$ cat src/rtl/im_loader_pkg.sv
// Shared definitions for the instruction-memory boot loader of the single-cycle MIPS core.
package mips_loader_pkg;

    typedef enum logic [2:0] {
        IDLE,
        CNT_HI,
        CNT_LO,
        DATA,
        DONE,
        ERR
    } loader_state_t;

    // The fetch unit restarts here, and im byte offset 0x000 maps to this PC.
    localparam logic [31:0] IM_BOOT_PC     = 32'h0000_3000;
    localparam int          IM_DEPTH_WORDS = 256;
    localparam int          IM_ADDR_W      = 10;

endpackage

$ cat src/rtl/im_loader_if.sv
// Byte stream in and instruction-memory write port out, bundled for the loader.
// The slave modport is the loader itself; master is whoever feeds bytes and owns the memory.
interface im_loader_if;
    import mips_loader_pkg::*;

    logic                 in_valid;
    logic [7:0]           in_data;
    logic                 in_ready;
    logic                 im_we;
    logic [IM_ADDR_W-1:0] im_addr;
    logic [31:0]          im_wdata;

    modport master (
        output in_valid, in_data,
        input  in_ready, im_we, im_addr, im_wdata
    );

    modport slave (
        input  in_valid, in_data,
        output in_ready, im_we, im_addr, im_wdata
    );

endinterface

$ cat src/rtl/im_loader_byte_packer.sv
// Collects accepted bytes MSB first into big-endian 32-bit words.
module byte_packer (
    input  logic        clk,
    input  logic        clear,
    input  logic        byte_en,
    input  logic [7:0]  byte_in,
    output logic        word_valid,
    output logic [31:0] word
);

    logic [1:0]  lane;
    logic [23:0] shift;

    always_ff @(posedge clk) begin
        if (clear) begin
            lane  <= 2'd0;
            shift <= 24'd0;
        end else if (byte_en) begin
            shift <= {shift[15:0], byte_in};
            lane  <= lane + 2'd1;
        end
    end

    // The fourth byte completes the word combinationally so the top can register it in one cycle.
    assign word_valid = byte_en && (lane == 2'd3) && !clear;
    assign word       = {shift, byte_in};

endmodule

$ cat src/rtl/im_loader.sv
// Boot loader: header-counted byte stream into instruction memory, CPU held in reset meanwhile.
module im_loader
    import mips_loader_pkg::*;
#(
    parameter int DEPTH_WORDS = IM_DEPTH_WORDS,
    parameter int CNT_W       = 16
) (
    input  logic        clk,
    input  logic        reset,
    input  logic        start,
    im_loader_if.slave  bus,
    output logic        cpu_hold,
    output logic        busy,
    output logic        done,
    output logic        error,
    output logic [8:0]  words_loaded
);

    loader_state_t    state;
    logic [7:0]       count_hi;
    logic [CNT_W-1:0] count;
    logic [8:0]       word_index;

    logic             accept;
    logic             header_end;
    logic             packer_clear;
    logic             word_valid;
    logic [31:0]      word;
    logic [CNT_W-1:0] header_count;
    logic [CNT_W-1:0] next_index;

    assign accept       = bus.in_valid && bus.in_ready;
    assign header_end   = accept && (state == CNT_LO);
    assign packer_clear = reset || header_end;
    assign header_count = CNT_W'({count_hi, bus.in_data});
    assign next_index   = CNT_W'(word_index) + CNT_W'(1);

    byte_packer u_packer (
        .clk        (clk),
        .clear      (packer_clear),
        .byte_en    (accept && (state == DATA)),
        .byte_in    (bus.in_data),
        .word_valid (word_valid),
        .word       (word)
    );

    // Dropping in_ready on the final word leaves DATA one cycle to commit that write
    // before DONE releases the core.
    always_ff @(posedge clk) begin
        if (reset) begin
            state        <= IDLE;
            bus.in_ready <= 1'b0;
            bus.im_we    <= 1'b0;
            bus.im_addr  <= '0;
            bus.im_wdata <= 32'd0;
            cpu_hold     <= 1'b1;
            busy         <= 1'b0;
            done         <= 1'b0;
            error        <= 1'b0;
            words_loaded <= 9'd0;
            count_hi     <= 8'd0;
            count        <= '0;
            word_index   <= 9'd0;
        end else begin
            bus.im_we <= 1'b0;
            done      <= 1'b0;
            case (state)
                IDLE, DONE, ERR: begin
                    if (start) begin
                        state        <= CNT_HI;
                        bus.in_ready <= 1'b1;
                        busy         <= 1'b1;
                        cpu_hold     <= 1'b1;
                        error        <= 1'b0;
                        words_loaded <= 9'd0;
                    end
                end
                CNT_HI: begin
                    if (accept) begin
                        count_hi <= bus.in_data;
                        state    <= CNT_LO;
                    end
                end
                CNT_LO: begin
                    if (accept) begin
                        count      <= header_count;
                        word_index <= 9'd0;
                        if (header_count == '0) begin
                            state        <= DONE;
                            bus.in_ready <= 1'b0;
                            busy         <= 1'b0;
                            done         <= 1'b1;
                            cpu_hold     <= 1'b0;
                        end else if (header_count > CNT_W'(DEPTH_WORDS)) begin
                            state        <= ERR;
                            bus.in_ready <= 1'b0;
                            busy         <= 1'b0;
                            error        <= 1'b1;
                        end else begin
                            state <= DATA;
                        end
                    end
                end
                DATA: begin
                    if (word_valid) begin
                        bus.im_we    <= 1'b1;
                        bus.im_addr  <= {word_index[7:0], 2'b00};
                        bus.im_wdata <= word;
                        words_loaded <= words_loaded + 9'd1;
                        word_index   <= word_index + 9'd1;
                        if (next_index == count) begin
                            bus.in_ready <= 1'b0;
                        end
                    end else if (!bus.in_ready) begin
                        state    <= DONE;
                        busy     <= 1'b0;
                        done     <= 1'b1;
                        cpu_hold <= 1'b0;
                    end
                end
                default: begin
                    state <= IDLE;
                end
            endcase
        end
    end

endmodule

$ cat src/flat_wrapper.sv
// flat-port wrapper written by rule: the top's interface ports become plain ports
module im_loader_flat import mips_loader_pkg::*;
#(
    parameter int DEPTH_WORDS = IM_DEPTH_WORDS,
    parameter int CNT_W       = 16
)
  (clk, reset, start, cpu_hold, busy, done, error, words_loaded, bus_in_valid, bus_in_data, bus_in_ready, bus_im_we, bus_im_addr, bus_im_wdata);
  im_loader_if bus_i ();
  input  logic clk;
  input  logic reset;
  input  logic start;
  output logic cpu_hold;
  output logic busy;
  output logic done;
  output logic error;
  output logic [8:0] words_loaded;
  input wire logic [$bits(bus_i.in_valid)-1:0] bus_in_valid;
  input wire logic [$bits(bus_i.in_data)-1:0] bus_in_data;
  output wire logic [$bits(bus_i.in_ready)-1:0] bus_in_ready;
  output wire logic [$bits(bus_i.im_we)-1:0] bus_im_we;
  output wire logic [$bits(bus_i.im_addr)-1:0] bus_im_addr;
  output wire logic [$bits(bus_i.im_wdata)-1:0] bus_im_wdata;
  assign bus_i.in_valid = bus_in_valid;
  assign bus_i.in_data = bus_in_data;
  assign bus_in_ready = bus_i.in_ready;
  assign bus_im_we = bus_i.im_we;
  assign bus_im_addr = bus_i.im_addr;
  assign bus_im_wdata = bus_i.im_wdata;
  im_loader #(.DEPTH_WORDS(DEPTH_WORDS), .CNT_W(CNT_W)) u_core (.clk(clk), .reset(reset), .start(start), .bus(bus_i), .cpu_hold(cpu_hold), .busy(busy), .done(done), .error(error), .words_loaded(words_loaded));
endmodule
$ cat config.mk
export PLATFORM = sky130hd
export DESIGN_NAME = im_loader_flat
export DESIGN_NICKNAME = d
export VERILOG_FILES = /design/src/rtl/im_loader_pkg.sv /design/src/rtl/im_loader_if.sv /design/src/rtl/im_loader_byte_packer.sv /design/src/rtl/im_loader.sv /design/src/flat_wrapper.sv
export SDC_FILE = /design/constraint.sdc
export NUM_CORES = 1
export LEC_CHECK = 0
export ABC_AREA = 1
export CAP_MARGIN = 20
export CORE_MARGIN = 3
export CORE_UTILIZATION = 50
export DETAILED_ROUTE_END_ITERATION = 10
export PLACE_DENSITY = 0.74
export SYNTH_ARGS = -nofsm -noshare
export SYNTH_HDL_FRONTEND = slang
export SYNTH_HIERARCHICAL = 1
export SYNTH_SLANG_ARGS = --single-unit
$ cat constraint.sdc
create_clock -name clk -period 5 [get_ports clk]
set_input_delay 0.75 -clock clk [delete_from_list [all_inputs] [get_ports clk]]
set_output_delay 0.75 -clock clk [all_outputs]
set_load 0.01 [all_outputs]
**After elaboration in Yosys (flattened, before gate mapping)**

Index checks and enable logic that the tools add are counted.

- Output and inout bits: 57
- Bits in registers: 117
- Bits of input ports: 12
- Logic and storage cells: 102

- Reduce and logical (&&, ||, !) cells: 25
- Add/sub/neg operators: 4
- $lt $le $gt $ge: 1
- Equality and inequality tests: 18
- Muxes and demuxes: 38
- Bitwise gates (word level): 1

Operator list:

| kind | number |
|---|---|
| 9-bit 2-to-1 mux | 4 |
| 9-bit case mux with 2 select lines | 2 |
| 3-bit 2-to-1 mux | 7 |
| 1-bit 2-to-1 mux | 19 |
| 9-bit by 1-bit adder with 9-bit output (second input constant) | 2 |
| 6-bit AND reduction | 3 |
| 16-bit equality test | 1 |
| 16-bit by 9-bit > comparator with 1-bit output (second input constant) | 1 |
| 16-bit zero test | 1 |
| 2-bit inequality test (second input constant) | 8 |
| 3-bit case mux with 4 select lines | 1 |
| 9-bit by 1-bit adder with 10-bit output (second input constant) | 1 |
| 5-bit AND reduction | 2 |
| 1-bit case mux with 3 select lines | 3 |
| 3-bit by 2-bit equality test with 1-bit output (second input constant) | 2 |
| 3-bit equality test (second input constant) | 2 |
| 2-bit AND reduction | 3 |
| 3-bit AND reduction | 2 |
| 2-bit nonzero test | 3 |
| 1-bit logical AND | 5 |
| 2-bit by 1-bit inequality test with 1-bit output (second input constant) | 2 |
| 1-bit case mux with 2 select lines | 2 |
| 3-bit by 1-bit equality test with 1-bit output (second input constant) | 1 |
| 3-bit zero test | 1 |
| other kinds (9) | 9 |

**Longest topological paths before layout**

- Depth in word-level cells: 7
- Gate-level depth with buffers: 15
- Gate-level depth less buffers: 14

**Cells and area by module**

Netlist, hierarchy kept.

By module, submodules not included:

| module | times used | area each (um^2) | sequential area each (um^2) | cells each |
|---|---|---|---|---|
| im_loader | 1 | 3854.9 | 1821.7 | 544 |
| byte_packer | 1 | 1178.6 | 520.5 | 175 |

**Worst setup path before layout**

No wires, ideal clock.

- Path kind: input -> register
- Start: input bus_in_valid
- End: register u_core.words_loaded[7]
- Setup time: 0.058 ns
- Data arrival time: 2.288 ns
- Stages on the path: 13
- Data required time: 4.942 ns
- Path buffers: 1
- Slack: 2.655 ns
- Path through: nand2_1 > nor2_1 > inv_1 > clkbuf_1 > nand2_1 > nor2_1 > nand2_2 > nand2_2 > nand4_1 > inv_1 > nand2_1 > a21oi_1 > o21a_1

- Cells in the longest elaborated chain, start to end: 7
- Elaborated cells on any way between the ends: 9
- Classes of those cells: eq/ne (1); reduce/logical (8)

RTL lines:

| element | line | source |
|---|---|---|
| from (decl) | flat_wrapper.sv:17 | `input wire logic [$bits(bus_i.in_valid)-1:0] bus_in_valid;` |
| 1-bit logical AND | im_loader.sv:32 | `assign accept = bus.in_valid && bus.in_ready;` |
| 1-bit logical AND | im_loader.sv:33 | `assign header_end = accept && (state == CNT_LO);` |
| 1-bit logical OR | im_loader.sv:34 | `assign packer_clear = reset \|\| header_end;` |
| via u_core.packer_clear | im_loader.sv:26 | `logic packer_clear;` |
| 1-bit zero test | im_loader_byte_packer.sv:25 | `assign word_valid = byte_en && (lane == 2'd3) && !clear;` |
| 1-bit logical AND | im_loader_byte_packer.sv:25 |  |
| via u_core.word_valid | im_loader.sv:27 | `logic word_valid;` |
| 2-bit inequality test (no line) | -- |  |
| 3-bit AND reduction (no line) | -- |  |
| to (signal assigned) | im_loader.sv:109 | `words_loaded <= words_loaded + 9'd1;` |
| to (decl) | im_loader.sv:16 | `output logic [8:0] words_loaded` |

The timed path passes the listed nets, and every way through them passes these cells.
A chain may end at the register's enable or synchronous reset.

**Worst setup path in the final report**

- Start: input bus_in_valid
- End: register u_core.state[1]

- Cells in the longest elaborated chain, start to end: 7
- Elaborated cells on any way between the ends: 11
- Classes of those cells: eq/ne (3); reduce/logical (8)

RTL lines:

| element | line | source |
|---|---|---|
| 1-bit logical AND | im_loader.sv:32 |  |
| 1-bit logical AND | im_loader.sv:33 |  |
| 1-bit logical OR | im_loader.sv:34 |  |
| via u_core.packer_clear | im_loader.sv:26 |  |
| 1-bit zero test | im_loader_byte_packer.sv:25 |  |
| 1-bit logical AND | im_loader_byte_packer.sv:25 |  |
| via u_core.word_valid | im_loader.sv:27 |  |
| 2-bit inequality test (no line) | -- |  |
| 5-bit AND reduction (no line) | -- |  |
| to (signal assigned) | im_loader.sv:51 | `state <= IDLE;` |
| to (signal assigned) | im_loader.sv:70 | `state <= CNT_HI;` |
| to (signal assigned) | im_loader.sv:81 | `state <= CNT_LO;` |
| to (decl) | im_loader.sv:19 | `loader_state_t state;` |

The timed path passes the listed nets, and every way through them passes these cells.

==> summary.txt <==
Synth
  • Register area share after synthesis: 46.5%
  • EDFF count, synth: 0
  • Post-Syn Area: between 0.005 and 0.006 mm2
  • Syn Area/Cell: 7.00 um2
  • Top cells by area, synth: dfxtp_1 (47%), nand2_1 (16%), a21oi_1 (8.0%)
  • Complex-gate fraction of the synthesized area: between 10% and 20%
  • Async S/R FF share, synth: 0%
  • Most frequent cell after synthesis: nand2_1
  • Cells after synthesis: 719
  • Main combinational cell family by area after synthesis: simple AND/OR/NAND/NOR gates
  • Top cells by count, synth: nand2_1 (212), dfxtp_1 (117), nor2_1 (100)
  • Synth Register Bits: 117
  • Distinct cells, synth: 34
  • Adder-cell area share of the yosys netlist: 0.746%
  • Post-Synth Simple-Gate Area: 29.0%
  • Post-Synth XOR/XNOR Area: 0.621%
  • Post-synthesis mux area share: 0%
  • Total of warnings raised by yosys: 6
  • Synth area leader: dfxtp_1
  • Post-synth top area share: 46.5%
  • Primary FF master, synth: dfxtp_1

Detailed routing
  • Post-DRT Antenna Nets: 0
  • 1st-pass router iterations: 5
  • Routed via count: ~4600
  • Detailed Route Iter0 Violations: 316
  • Wire length per cell: 13.0 um
  • DRC: 0
  • Final WL: 11900 um
  • Via density: 5.09

Worst setup path
  • Reg2Reg Depth: 12
  • Crit Reg-Reg Startpoint: u_core/bus.in_ready$_SDFFE_PP0P_
  • Worst setup EP type: flip-flop
  • WS Path Type: in -> reg
  • Data arrival, critical path: 3.83 ns
  • Crit start category: input port
  • CP max FO: 55
  • Reg2Reg Capture Point: u_core/state[1]$_SDFFE_PP0P_
  • Reg2Reg Setup Slack: 1.87 ns
  • Worst Path Required: 5.44 ns

Timing
  • Worst slew margin: 41.7%
  • Fin. Hold Viols: 0
  • Achievable frequency: between 200 and 300 MHz
  • Worst-margin pin slew: 0.873 ns
  • Endpoints failing setup: 0
  • Clock skew: 0.00747 ns
  • Setup TNS: 0 ns
  • Unrepaired setup endpoints after global routing: no
  • Final min period: 3.39 ns
  • Final max-slew violation count: 0
  • Period utilization: about two thirds

Min path
  • Min-delay worst type: reg -> reg
  • Hold_sp: u_core/bus.im_wdata[21]$_SDFFE_PP0P_
  • Hold Path Cell Cnt: 2
  • Hold Crit Endpoint: u_core/bus.im_wdata[21]$_SDFFE_PP0P_

CTS
  • Setup bufs post-CTS: 0
  • CTS H-tree depth: 4
  • CTS Buf Count: 17
  • Clk buf depth: 2
  • Total clock sinks: 117
  • Skew-Pair Late Insertion Delay: 0.51 ns
  • Clock Root Buffer: clkbuf_8
  • CTS tree: built
  • Post_cts resized: 0
  • Register clock-pin slew on the reported worst setup and hold paths: 0.06 ns
  • Post-CTS Hold Buffers: 0

Job
  • Max Cap Viol: 0

Finish
  • Area Overhead vs Synth: 23.8%
  • Share of post-route cells with drive strength above 1: 7.04%
  • Nets: a little under 800
  • Antenna cells: 0

Global routing
  • Vias in the first global route: 4297
  • Grt total ovfl: 0
  • Pin count of the biggest net entering global routing: 56
  • First-pass GRT wire length: 19700 um
  • Initial antenna violation count: 0
  • Total GRT Usage: between 20% and 30%

Power and ir drop
  • Pwr Total: between 2000 and 3000 uW
  • Power per cell area: 403 mW/mm2
  • Max IR drop VDD: 0.197 mV
  • Lkg Pwr: about 0.0024 uW

Status
  • Status: finished, final reports clean

Placed design
  • RD Place Congestion: approximately 0.85
  • Port bufs: 66
  • Hpwl dp: 7850 um

Floorplan
  • I/O pin cnt: 69
  • Core ar.: 0.00950 mm2
  • Die X: 106 um
  • Row count: 35
  • Initial Util: 53.0%
  • Die area: 0.0113 mm2
  • Chip height: 106 um
## per-stage QoR
stage / std cells / hold slack [ns] / utilization (%) / cell area (um2) / setup WS (ns)
3_5_place_dp: 878 / 0.456 / 59.3 / 5640 / 1.12
2_1_floorplan: 720 / 0.440 / - / 5040 / 2.65
5_1_grt: 910 / 0.482 / 65.6 / 6230 / 1.21
3_3_place_gp: 878 / 0.453 / 59.3 / 5640 / 1.31
4_1_cts: 910 / 0.464 / 65.6 / 6230 / 1.63
6_report: 910 / 0.462 / 65.6 / 6230 / 1.61
## area by class of cell
| class | count | area (um2) |
|---|---|---|
| clock buffer | 18 | 418 |
| clock inverter | 14 | 178 |
| fill | 830 | 3270 |
| inverter | 74 | 278 |
| multi-input combinational | 488 | 2170 |
| sequential | 117 | 2340 |
| tap | 129 | 161 |
| timing repair buffer | 70 | 686 |
## power by group
part	leakage (uW)	total, uW	switching (uW)	internal [uW]
Sequential	0.000944	1000	33.6	968
Clock	0.000290	1210	441	765
Combinational	0.00119	303	196	108
Total	0.00243	2510	671	1840
## worst max-delay path, stage by stage
cell	delay, ns
clkdlybuf4s50_1	0.46
nand2_1	0.16
nor2_1	0.49
inv_1	0.47
nand2_1	0.23
nor2_1	0.09
nand2_2	0.09
inv_2	0.32
nor3_4	0.36
nand2_1	0.14
inv_1	0.09
nand2_1	0.05
a21oi_1	0.12
## cells by family after synthesis
logic type / Yosys count
simple gates: 360
compound gates: 121
flops: 117
buf+inv: 115
fa+ha+maj: 3
xor+xnor: 2
other cells: 1
## flip-flops by register name (all words and copies together), names as in the netlist
name,flops
u_core/error,1
u_core/bus.im_addr,8
u_core/bus.im_we,1
u_core/bus.im_wdata,32
u_core/bus.in_ready,1
u_core/busy,1
u_core/words_loaded,9
u_core/state,3
u_core/cpu_hold,1
u_core/u_packer/shift,24
u_core/count_hi,8
u_core/u_packer/lane,2
u_core/word_index,9
u_core/count,16
u_core/done,1
## how the worst max path moves through the flow
stage / endpoint / cells past startpoint / start
after floorplan: u_core/words_loaded[7]$_SDFFE_PP0P_ / 13 / bus_in_valid
after global placement: u_core/state[0]$_SDFFE_PP0P_ / 13 / bus_in_valid
after detailed placement: u_core/state[1]$_SDFFE_PP0P_ / 13 / bus_in_valid
after CTS: u_core/state[1]$_SDFFE_PP0P_ / 13 / bus_in_valid
after global routing: u_core/state[1]$_SDFFE_PP0P_ / 13 / bus_in_valid
final: u_core/state[1]$_SDFFE_PP0P_ / 13 / bus_in_valid
## metal layers
metal / part of all wire, % / GRT usage, %
met2: 46 / 34.4
met1: 46 / 28.0
met4: 1.4 / 8.42
met3: 6.8 / 4.49
met5: 0 / 0
## layout by cell type (no fill, tap or decap), types with 4 or more instances in the layout
cell type          n
a21oi_1           80
buf_4              4
clkbuf_16         16
clkdlybuf4s50_1   65
clkinv_4           5
dfxtp_1          117
inv_1             69
inv_2              4
nand2_1          212
nand3_1           26
nand4_1            4
nor2_1            99
nor2_2             4
o21ai_0           35
Note: power is estimated with default switching activity, not from simulation.
